[src/rtl/exc_ctrl.sv]
// Exception/return sequencer: prioritises MEM-stage traps, eret and the pending
// interrupt, strobes CP0, flushes the pipeline, then redirects fetch.
module exc_ctrl #(
    parameter int unsigned FLUSH_CYCLES  = 2,
    parameter logic [4:0]  CAUSE_SYSCALL = 5'd8,
    parameter logic [4:0]  CAUSE_BREAK   = 5'd9,
    parameter logic [4:0]  CAUSE_TEQ     = 5'd13,
    parameter logic [4:0]  CAUSE_INT     = 5'd0
) (
    input  logic        clk,
    input  logic        rst,
    input  logic        stall,
    input  logic        req_syscall,
    input  logic        req_break,
    input  logic        req_teq,
    input  logic        req_eret,
    input  logic [31:0] req_pc,
    input  logic        irq,
    input  logic [31:0] status,
    input  logic [31:0] exc_addr,
    output logic        cp0_exception,
    output logic        cp0_eret,
    output logic [4:0]  cp0_cause,
    output logic [31:0] cp0_pc,
    output logic        flush,
    output logic        redirect,
    output logic [31:0] redirect_pc,
    output logic        busy
);

    // state    | meaning
    // IDLE     | waiting for a request (only state that accepts one)
    // ENTER    | exception strobe to CP0, flush begins
    // RET      | eret strobe to CP0, flush begins
    // FLUSH    | flush held for FLUSH_CYCLES cycles
    // REDIRECT | one-cycle fetch PC override, last flush cycle
    typedef enum logic [2:0] {IDLE, ENTER, RET, FLUSH, REDIRECT} state_t;

    localparam logic [3:0] FLUSH_LOAD = 4'(FLUSH_CYCLES - 1);

    state_t     state;
    logic [3:0] cnt;
    logic       pend_irq;

    logic take_brk, take_sys, take_teq, take_int;
    logic unused_status;

    assign take_brk = req_break   & status[0] & status[2];
    assign take_sys = req_syscall & status[0] & status[1];
    assign take_teq = req_teq     & status[0] & status[3];
    assign take_int = pend_irq    & status[0] & status[4];
    assign unused_status = ^status[31:5];

    always_ff @(posedge clk) begin
        if (rst) begin
            state         <= IDLE;
            cnt           <= 4'd0;
            pend_irq      <= 1'b0;
            cp0_exception <= 1'b0;
            cp0_eret      <= 1'b0;
            cp0_cause     <= 5'd0;
            cp0_pc        <= 32'd0;
            flush         <= 1'b0;
            redirect      <= 1'b0;
            redirect_pc   <= 32'd0;
            busy          <= 1'b0;
        end else begin
            cp0_exception <= 1'b0;
            cp0_eret      <= 1'b0;
            redirect      <= 1'b0;
            if (irq)
                pend_irq <= 1'b1;
            case (state)
                IDLE: begin
                    if (!stall) begin
                        if (take_brk || take_sys || take_teq) begin
                            state         <= ENTER;
                            cp0_exception <= 1'b1;
                            flush         <= 1'b1;
                            busy          <= 1'b1;
                            cp0_pc        <= req_pc;
                            if (take_brk)
                                cp0_cause <= CAUSE_BREAK;
                            else if (take_sys)
                                cp0_cause <= CAUSE_SYSCALL;
                            else
                                cp0_cause <= CAUSE_TEQ;
                        end else if (req_eret) begin
                            state    <= RET;
                            cp0_eret <= 1'b1;
                            flush    <= 1'b1;
                            busy     <= 1'b1;
                        end else if (take_int) begin
                            // taking the interrupt wins over a same-cycle irq re-assertion
                            state         <= ENTER;
                            cp0_exception <= 1'b1;
                            flush         <= 1'b1;
                            busy          <= 1'b1;
                            cp0_pc        <= req_pc;
                            cp0_cause     <= CAUSE_INT;
                            pend_irq      <= 1'b0;
                        end
                    end
                end
                ENTER, RET: begin
                    redirect_pc <= exc_addr;
                    cnt         <= FLUSH_LOAD;
                    state       <= FLUSH;
                end
                FLUSH: begin
                    if (cnt == 4'd0) begin
                        state    <= REDIRECT;
                        redirect <= 1'b1;
                    end else begin
                        cnt <= cnt - 4'd1;
                    end
                end
                REDIRECT: begin
                    state <= IDLE;
                    flush <= 1'b0;
                    busy  <= 1'b0;
                end
                default: begin
                    state <= IDLE;
                    flush <= 1'b0;
                    busy  <= 1'b0;
                end
            endcase
        end
    end

endmodule

[config.mk]
export PLATFORM = sky130hd
export DESIGN_NAME = exc_ctrl
export DESIGN_NICKNAME = d
export VERILOG_FILES = /design/src/rtl/exc_ctrl.sv
export SDC_FILE = /design/constraint.sdc
export NUM_CORES = 1
export LEC_CHECK = 0
export BUFFER_PORTS_ARGS = -buffer_cell sky130_fd_sc_hd__buf_2
export CAP_MARGIN = 20
export CORE_MARGIN = 5
export CORE_UTILIZATION = 44
export CTS_BUF_LIST = sky130_fd_sc_hd__clkbuf_16
export DETAILED_ROUTE_END_ITERATION = 8
export GPL_ROUTABILITY_DRIVEN = 1
export GPL_TIMING_DRIVEN = 0
export PLACE_DENSITY = 0.85
export SKIP_LAST_GASP = 1
export SLEW_MARGIN = 20
export SYNTH_ARGS = -nofsm -noshare
export SYNTH_HDL_FRONTEND = slang
export SYNTH_SLANG_ARGS = --single-unit
[constraint.sdc]
create_clock -name clk -period 2.2 [get_ports clk]
set_input_delay 0.22 -clock clk [delete_from_list [all_inputs] [get_ports clk]]
set_output_delay 0.22 -clock clk [all_outputs]
set_load 0.01 [all_outputs]
==> Yosys cells after proc, flatten, opt, wreduce, memory -nomap -nowiden <==
Index checks and enable logic that the tools add are counted.
W data, S select, Z words.
{ "classes": {"n_addsub": 1, "n_eq_ne": 8, "muxes": 32, "bitwise_logic": 12, "n_reduce_logical": 15} }
{ "op_table": {"columns": ["cell", "n"], "rows": [
  ["$mux W32", 3],
  ["$mux W3", 7],
  ["$mux W1", 15],
  ["$mux W5", 3],
  ["$pmux W3 S3", 1],
  ["$and A1 B1 Y1", 8],
  ["$pmux W4 S2", 1],
  ["$eq A3 B2 Y1 const B", 2],
  ["$ne A2 B2 Y1 const B", 3],
  ["$reduce_and A3 Y1", 2],
  ["$reduce_or A3 Y1", 2],
  ["$logic_not A4 Y1", 1],
  ["$mux W4", 1],
  ["$ne A4 B4 Y1 const B", 1],
  ["$not A1 Y1", 4],
  ["$reduce_and A4 Y1", 1],
  ["$reduce_bool A2 Y1", 2],
  ["$reduce_or A2 Y1", 2],
  ["$reduce_or A4 Y1", 1],
  ["$sub A4 B1 Y4 const B", 1],
  ["$eq A3 B1 Y1 const B", 1],
  ["$logic_not A3 Y1", 1],
  ["$logic_or A1 B1 Y1", 2],
  ["$ne A2 B1 Y1 const B", 1],
  ["2 further kinds", 2]
]} }
{ "totals": {"reg_bits": 81, "input_bits": 104, "out_inout_bits": 74, "wordCells": 78} }

==> Logic depth before layout (Yosys ltp) <==
Gate-level depths: netlist of the first run.
{ "logic_depth": {"depth_word": 7, "mapped_depth": 6, "depth_no_buf": 6} }

==> Worst setup path after synthesis of the first run <==
OpenSTA, ideal clock, no wires.
{ "synth_path": {"path_type": "register to register", "start": "reg cnt[0]", "end": "reg cnt[2]", "setup_time_ps": 70, "arrival_time_ps": 1452, "slack_ps": 677, "stages_incl_launch_ff": 7, "synth_period_minus_slack_ps": 1523, "path_cell_list": "dfxtp_1 inv_1 ha_1 nor3b_1 a211o_1 o21ai_0 a21oi_1"} }
{ "synth_between": {"elab_chain_len": 3} }
{ "synth_lines": {"columns": ["item", "line", "rtl"], "rows": [
  ["from (decl)", "42", "logic [3:0] cnt;"],
  ["from (signal assigned)", "115", "cnt <= cnt - 4'd1;"],
  ["$sub A4 B1 Y4 / $logic_not A4 Y1 (equally long branches)", "115, 111", null],
  ["$mux W4 / $ne A2 B2 Y1 (equally long branches)", null, null],
  ["$pmux W4 S2 / $reduce_and A2 Y1 (equally long branches)", null, null]
]} }
Several ways; a longest one is shown, not always the timed one. The select of a mux whose other input is x is not followed.
A chain may end at the register's enable or synchronous reset.

==> Worst setup path after layout of the first run <==
Ends and elaborated chain as after synthesis.

==> impl_results.md, run 1 <==
- DIE AREA: 8803 µm²
- Top_reg_cell synth: dfxtp_1
- CP bufs+invs: 1
- CP top delay family: simple AND/OR/NAND/NOR gates
- Final worst-path cycle share: 86.13%
- CP max-delay cell: nor3b_1
- Yosys top cell area share: 51.15%
- RSZ-0062 raised after global routing: no
- Fin Setup TNS: 0 ps
- RR Startpoint: cnt[0]
- Fmax: 0.5277 GHz
- Cells after synthesis: 374
- Iter 0 DRT Violations: 109
- Final Power: 0.003973 W
- Antenna violations before repair: 0
- Num CTS Buffers: 9
- Post-Syn Area per Cell: 8.267 µm²
- Remaining antenna violation count: 0
- Register area share after synthesis: 51.15%
- Worst Hold End: redirect_pc[26]
- Leakage: 1.922 nW
- Reg2Reg Setup Slack: 310 ps
- Worst-path maximum fanout: 7
- Vias per inst: 5.038
- Sink Count: 79
- Min Tclk post-route: 1895 ps
- Final setup vio count: 0
- FP Rows: 30
- GR Util All Layers: 19.52%
- Global-route wire length before repair: 13920 µm
- Max-cap check violation count: 0
- Port-buffer cells: 147
- Final Skew: 8.250 ps
- Core footprint: 6832 µm²
- Setup crit start kind: register
- Wire per inst: 13.87 µm
- Worst r2r dst: cnt[2]
- CP cell instances: inv_1 -> ha_1 -> nor3b_1 -> a211o_1 -> o21ai_0 -> a21oi_1
- WL final: 8791 µm
- Drt first pass iters: 5
- Die outline width: 93.83 µm
- CP Class: reg2reg
- Hold_ws: 131.7 ps
- GP Congestion: 0.8704
- Slowest stage delay, CP: 650 ps
- Antenna Diode Count: 0
- Pwr dens: 936.7 nW/µm²
- Share of cells above drive strength 1: 34.39%
- Cell area after synthesis: 3092 µm²
- CP required: 2440 ps
- Slew headroom: 49.27%
- CTS root buffer: clkbuf_16
- Ports: 178
- CP Capture Type: register
- Post-CTS setup buffer count: 0
- Most frequent cells in the layout: 151 x buf_2, 79 x dfxtp_1, 73 x a21oi_1
- Vias: 3194
- Largest net degree at the start of global routing: 14
- Outcome: completed
- CTS tree: yes
- Yosys synthesis warning count: 0
- Final hold vios: 0
- Grt ovf: 0
- HP Class: in2reg
- Clk Latency, worst-skew pair: 330 ps
- CTS HTree Levels: 3
- Synth cell types: 39
- Worst-case reg-to-reg path depth: 6
- Post-synthesis register bit count: 79
- Number of synthesized flops with an enable pin: 0
- Largest cells by area after synthesis: dfxtp_1 51%, a21oi_1 12%, nand2_1 8.0%
- DRC viols: 0
- Worst-case clock buffer depth: 2
- Tightest Pin Transition: 759.4 ps
- Synthesis-to-finish area growth: 37.19%
- Number of global-route vias before repair: 3127
- CTS clk-pin slew, worst paths: 60 ps
- CTS resizes: 0
- Min-delay src: exc_addr[26]
- Die H: 93.83 µm
- Asr flop ratio synth: 0%
- Slew Limit Fails: 0
- Critical path arrival: 2140 ps
- Post-synth top area cell: dfxtp_1
- Commonest non-fill, non-tap cell in the layout: buf_2
- Worst vdd ir: 0.0004087 V
- Detailed Place HPWL: 6862 µm
- Initial Util: 45.26%
- Hold Path Depth: 3
- CTS Hold Buffers Added: 0
- Nets: 638
[power by group]
part / internal, W / switching [W] / leakage (nW)
clock network: 0.000869 / 0.000551 / 0.146
registers: 0.00158 / 0.0000766 / 0.644
logic: 0.000352 / 0.000546 / 1.13
total: 0.00280 / 0.00117 / 1.92
[layer usage]
metal	vias to the layer above	wire, µm	GRT usage, %
met1	1427	3598	22.78
met4	0	116	7.822
met5	-	0	0
li1	1612	-	-
met3	12	795	4.808
met2	143	4280	34.06
[metrics by stage]
stage | instance area [µm²] | util [%] | std cells | worst slack (ps)
global placement | 3951 | 57.84 | 618 | 458.6
global route | 4242 | 62.09 | 634 | 130.7
detailed placement | 3951 | 57.84 | 618 | 342.7
finish | 4242 | 62.09 | 634 | 305.1
floorplan | 3095 | - | 375 | 677.1
CTS | 4242 | 62.09 | 634 | 333.2
[layout make-up]
cell class	instances	area, µm²
flip-flops and latches	79	1582
fillers	638	2590
clock inverters	7	65.06
plain buffers	33	190.2
well taps	96	120.1
repair buffers	147	735.7
clock buffers	9	225.2
inverters	4	15.01
multi-input cells	259	1309
[worst max-delay path by stage]
stage	start	end	depth (start not counted)
2_1_floorplan	cnt[0]	cnt[2]	6
3_3_place_gp	cnt[0]	cnt[2]	6
3_5_place_dp	cnt[0]	cnt[2]	6
4_1_cts	cnt[0]	cnt[2]	6
5_1_grt	cnt[0]	cnt[2]	6
6_report	cnt[0]	cnt[2]	6
[cells in the mapped netlist (all sizes together), types with 2 or more instances]
cell type   n
a211oi      3
a21oi      73
a31oi       2
and3        2
buf        15
clkbuf     18
dfxtp      79
inv         4
nand2      66
nand2b      4
nand3      36
nand4b      2
nor2        7
nor2b       2
nor3        5
o21ai      38
or3         3
[worst reg2reg max path, delay by kind of cell (launching register included)]
| family | cells | cell delay, ps |
|---|---|---|
| AO/OA/AOI/OAI | 3 | 580 |
| buffers and inverters | 1 | 90 |
| AND/OR/NAND/NOR | 1 | 650 |
| flip-flops | 1 | 310 |
| adder cells (fa/ha/maj) | 1 | 190 |
[kinds of logic after synthesis]
family | synth area share [%]
AND/OR/NAND/NOR | 20.03
XOR/XNOR | 0.2833
AO/OA/AOI/OAI | 21.37
adder cells (fa/ha/maj) | 0.4046
other | 0.1213
buffers and inverters | 6.636
flip-flops | 51.15
[registers in the layout, indices dropped and copies added, names as in the netlist, 3 cells and up]
name / cells
cp0_pc: 32
redirect_pc: 32
cp0_cause: 3
state: 3
cnt: 4
No activity file was read; power rests on OpenSTA's default activity.
==> run 2: changes to the inputs <==
PLACE_DENSITY = 0.82   (was 0.85)
==> run 2 against run 1 <==
Net effect:
- register-to-register slack lost 20 ps
- sequential share of layout area shrank 0.34 points
- design area grew 0.91%
- critical endpoint unchanged
- wire length shrank 1.3%
- utilization grew 0.57 points
==> impl_results.md, run 2 (same netlist as run 1, synthesis figures left out) <==
- Ports: 178 (unchanged)
- Clk Latency, worst-skew pair: 320 ps (about the same)
- Fin Setup TNS: 0 ps (unchanged)
- DIE AREA: 8803 µm² (unchanged)
- FP Rows: 30 (unchanged)
- Worst-case clock buffer depth: 2 (unchanged)
- Initial Util: 45.26% (unchanged)
- CTS root buffer: clkbuf_16
- Fmax: 0.5212 GHz (-1.2%)
- Slew headroom: 50.17% (+0.90 points)
- DRC viols: 0 (unchanged)
- Die H: 93.83 µm (unchanged)
- Num CTS Buffers: 9 (unchanged)
- Wire per inst: 13.68 µm (-1.3%)
- Core footprint: 6832 µm² (unchanged)
- Vias: 3190 (-0.13%)
- GP Congestion: 0.8032 (-7.7%)
- Grt ovf: 0 (unchanged)
- Final setup vio count: 0 (unchanged)
- WL final: 8674 µm (-1.3%)
- Worst-path maximum fanout: 7 (unchanged)
- Final hold vios: 0 (unchanged)
- Number of global-route vias before repair: 2948 (-5.7%)
- Die outline width: 93.83 µm (unchanged)
- Min Tclk post-route: 1919 ps (+23.59 ps)
- CP Capture Type: register
- Sink Count: 79 (unchanged)
- CTS Hold Buffers Added: 0 (unchanged)
- Drt first pass iters: 4 (-1)
- Outcome: completed
- Worst vdd ir: 0.0004980 V (+22%)
- HP Class: in2reg
- Nets: 638 (unchanged)
- CP required: 2450 ps (about the same)
- Iter 0 DRT Violations: 153 (+40%)
- CTS tree: yes
- Setup crit start kind: register
- CTS clk-pin slew, worst paths: 60 ps (about the same)
- RSZ-0062 raised after global routing: no
- Post-CTS setup buffer count: 0 (unchanged)
- Final worst-path cycle share: 87.21% (+1.1 points)
- Pwr dens: 967.2 nW/µm² (+3.3%)
- Share of cells above drive strength 1: 34.57% (+0.19 points)
- Detailed Place HPWL: 6595 µm (-3.9%)
- Filler cell count: 610 (-4.4%)
- Max-cap check violation count: 0 (unchanged)
- Slew Limit Fails: 0 (unchanged)
- Most frequent cells in the layout: 151 x buf_2, 79 x dfxtp_1, 73 x a21oi_1
- Critical path arrival: 2160 ps (+20 ps)
- CTS resizes: 0 (unchanged)
- Layout Cells excl Fill: 634 (unchanged)
- Synthesis-to-finish area growth: 38.45%
- Commonest non-fill, non-tap cell in the layout: buf_2
- Largest net degree at the start of global routing: 16 (+2)
- Remaining antenna violation count: 0 (unchanged)
- Port-buffer cells: 147 (unchanged)
- Leakage: 1.930 nW (+0.41%)
- CP Class: reg2reg
- Global-route wire length before repair: 13600 µm (-2.3%)
- Reg2Reg Setup Slack: 280 ps (-20 ps)
- Vias per inst: 5.032 (-0.13%)
- Placed insts: 618 (unchanged)
- Antenna violations before repair: 0 (unchanged)
- CTS HTree Levels: 3 (unchanged)
- Biggest regs: cp0_pc (32), redirect_pc (32), cnt (4)
- Hold_ws: 129.8 ps (-1.892 ps)
- Antenna Diode Count: 0 (unchanged)
- Tightest Pin Transition: 745.8 ps (-13.52 ps)
- GR Util All Layers: 19.20% (-0.33 points)
- Final Skew: 5.869 ps (-2.380 ps)
## run 2: cell types whose count changed in the layout (fill, tap and decap cells not counted)
| cell | previous run | this run |
|---|---|---|
| bufinv_16 | 1 | 2 |
| clkinv_2 | 3 | 0 |
| clkinvlp_4 | 1 | 2 |
| inv_1 | 5 | 4 |
| inv_6 | 0 | 1 |
| inv_8 | 0 | 1 |
## run 2: final cells by class
class	instances	area, µm²	share of cell area, %
clock inverters	7	103.9	2.426
plain buffers	33	190.2	4.443
inverters	4	15.01	0.3508
clock buffers	9	225.2	5.262
flip-flops and latches	79	1582	36.95
repair buffers	147	735.7	17.19
well taps	96	120.1	2.806
multi-input cells	259	1309	30.58
## run 2: worst max-delay path, stage by stage, from the launching register on
cell	delay [ps]
dfxtp_1	310
inv_1	90
ha_1	210
nor3b_1	640
a211o_1	330
o21ai_0	110
a21oi_1	140
## run 2: per-layer routing
metal	track usage [%]	vias to the layer above	wire, µm
met1	22.90	1430	3645
met5	0	-	0
met2	32.11	137	4158
met3	5.128	11	763
met4	8.664	0	106
li1	-	1612	-
## run 2: worst paths after layout
kind	depth (start not counted)	to	startpoint
max	6	cnt[2]	cnt[0]
min	3	redirect_pc[27]	exc_addr[27]
max reg2reg	6	cnt[2]	cnt[0]
min reg2reg	2	redirect_pc[16]	redirect_pc[16]
## run 2: stage by stage
step | setup slack (ps) | util [%] | total power, W | instance area (µm²)
detailed placement | 351.9 | 57.84 | 0.002587 | 3951
floorplan | 677.1 | - | 0.002241 | 3095
global placement | 447.8 | 57.84 | 0.002563 | 3951
finish | 281.5 | 62.66 | 0.004140 | 4280
CTS | 302.5 | 62.66 | 0.004191 | 4280
global route | 126.6 | 62.66 | 0.004384 | 4280
## run 2: power breakdown
| part | switching [W] | leakage, nW | internal [W] |
|---|---|---|---|
| Combinational | 0.000549 | 1.13 | 0.000352 |
| Sequential | 0.0000755 | 0.644 | 0.00158 |
| Clock | 0.000580 | 0.154 | 0.00101 |
| Total | 0.00120 | 1.93 | 0.00294 |
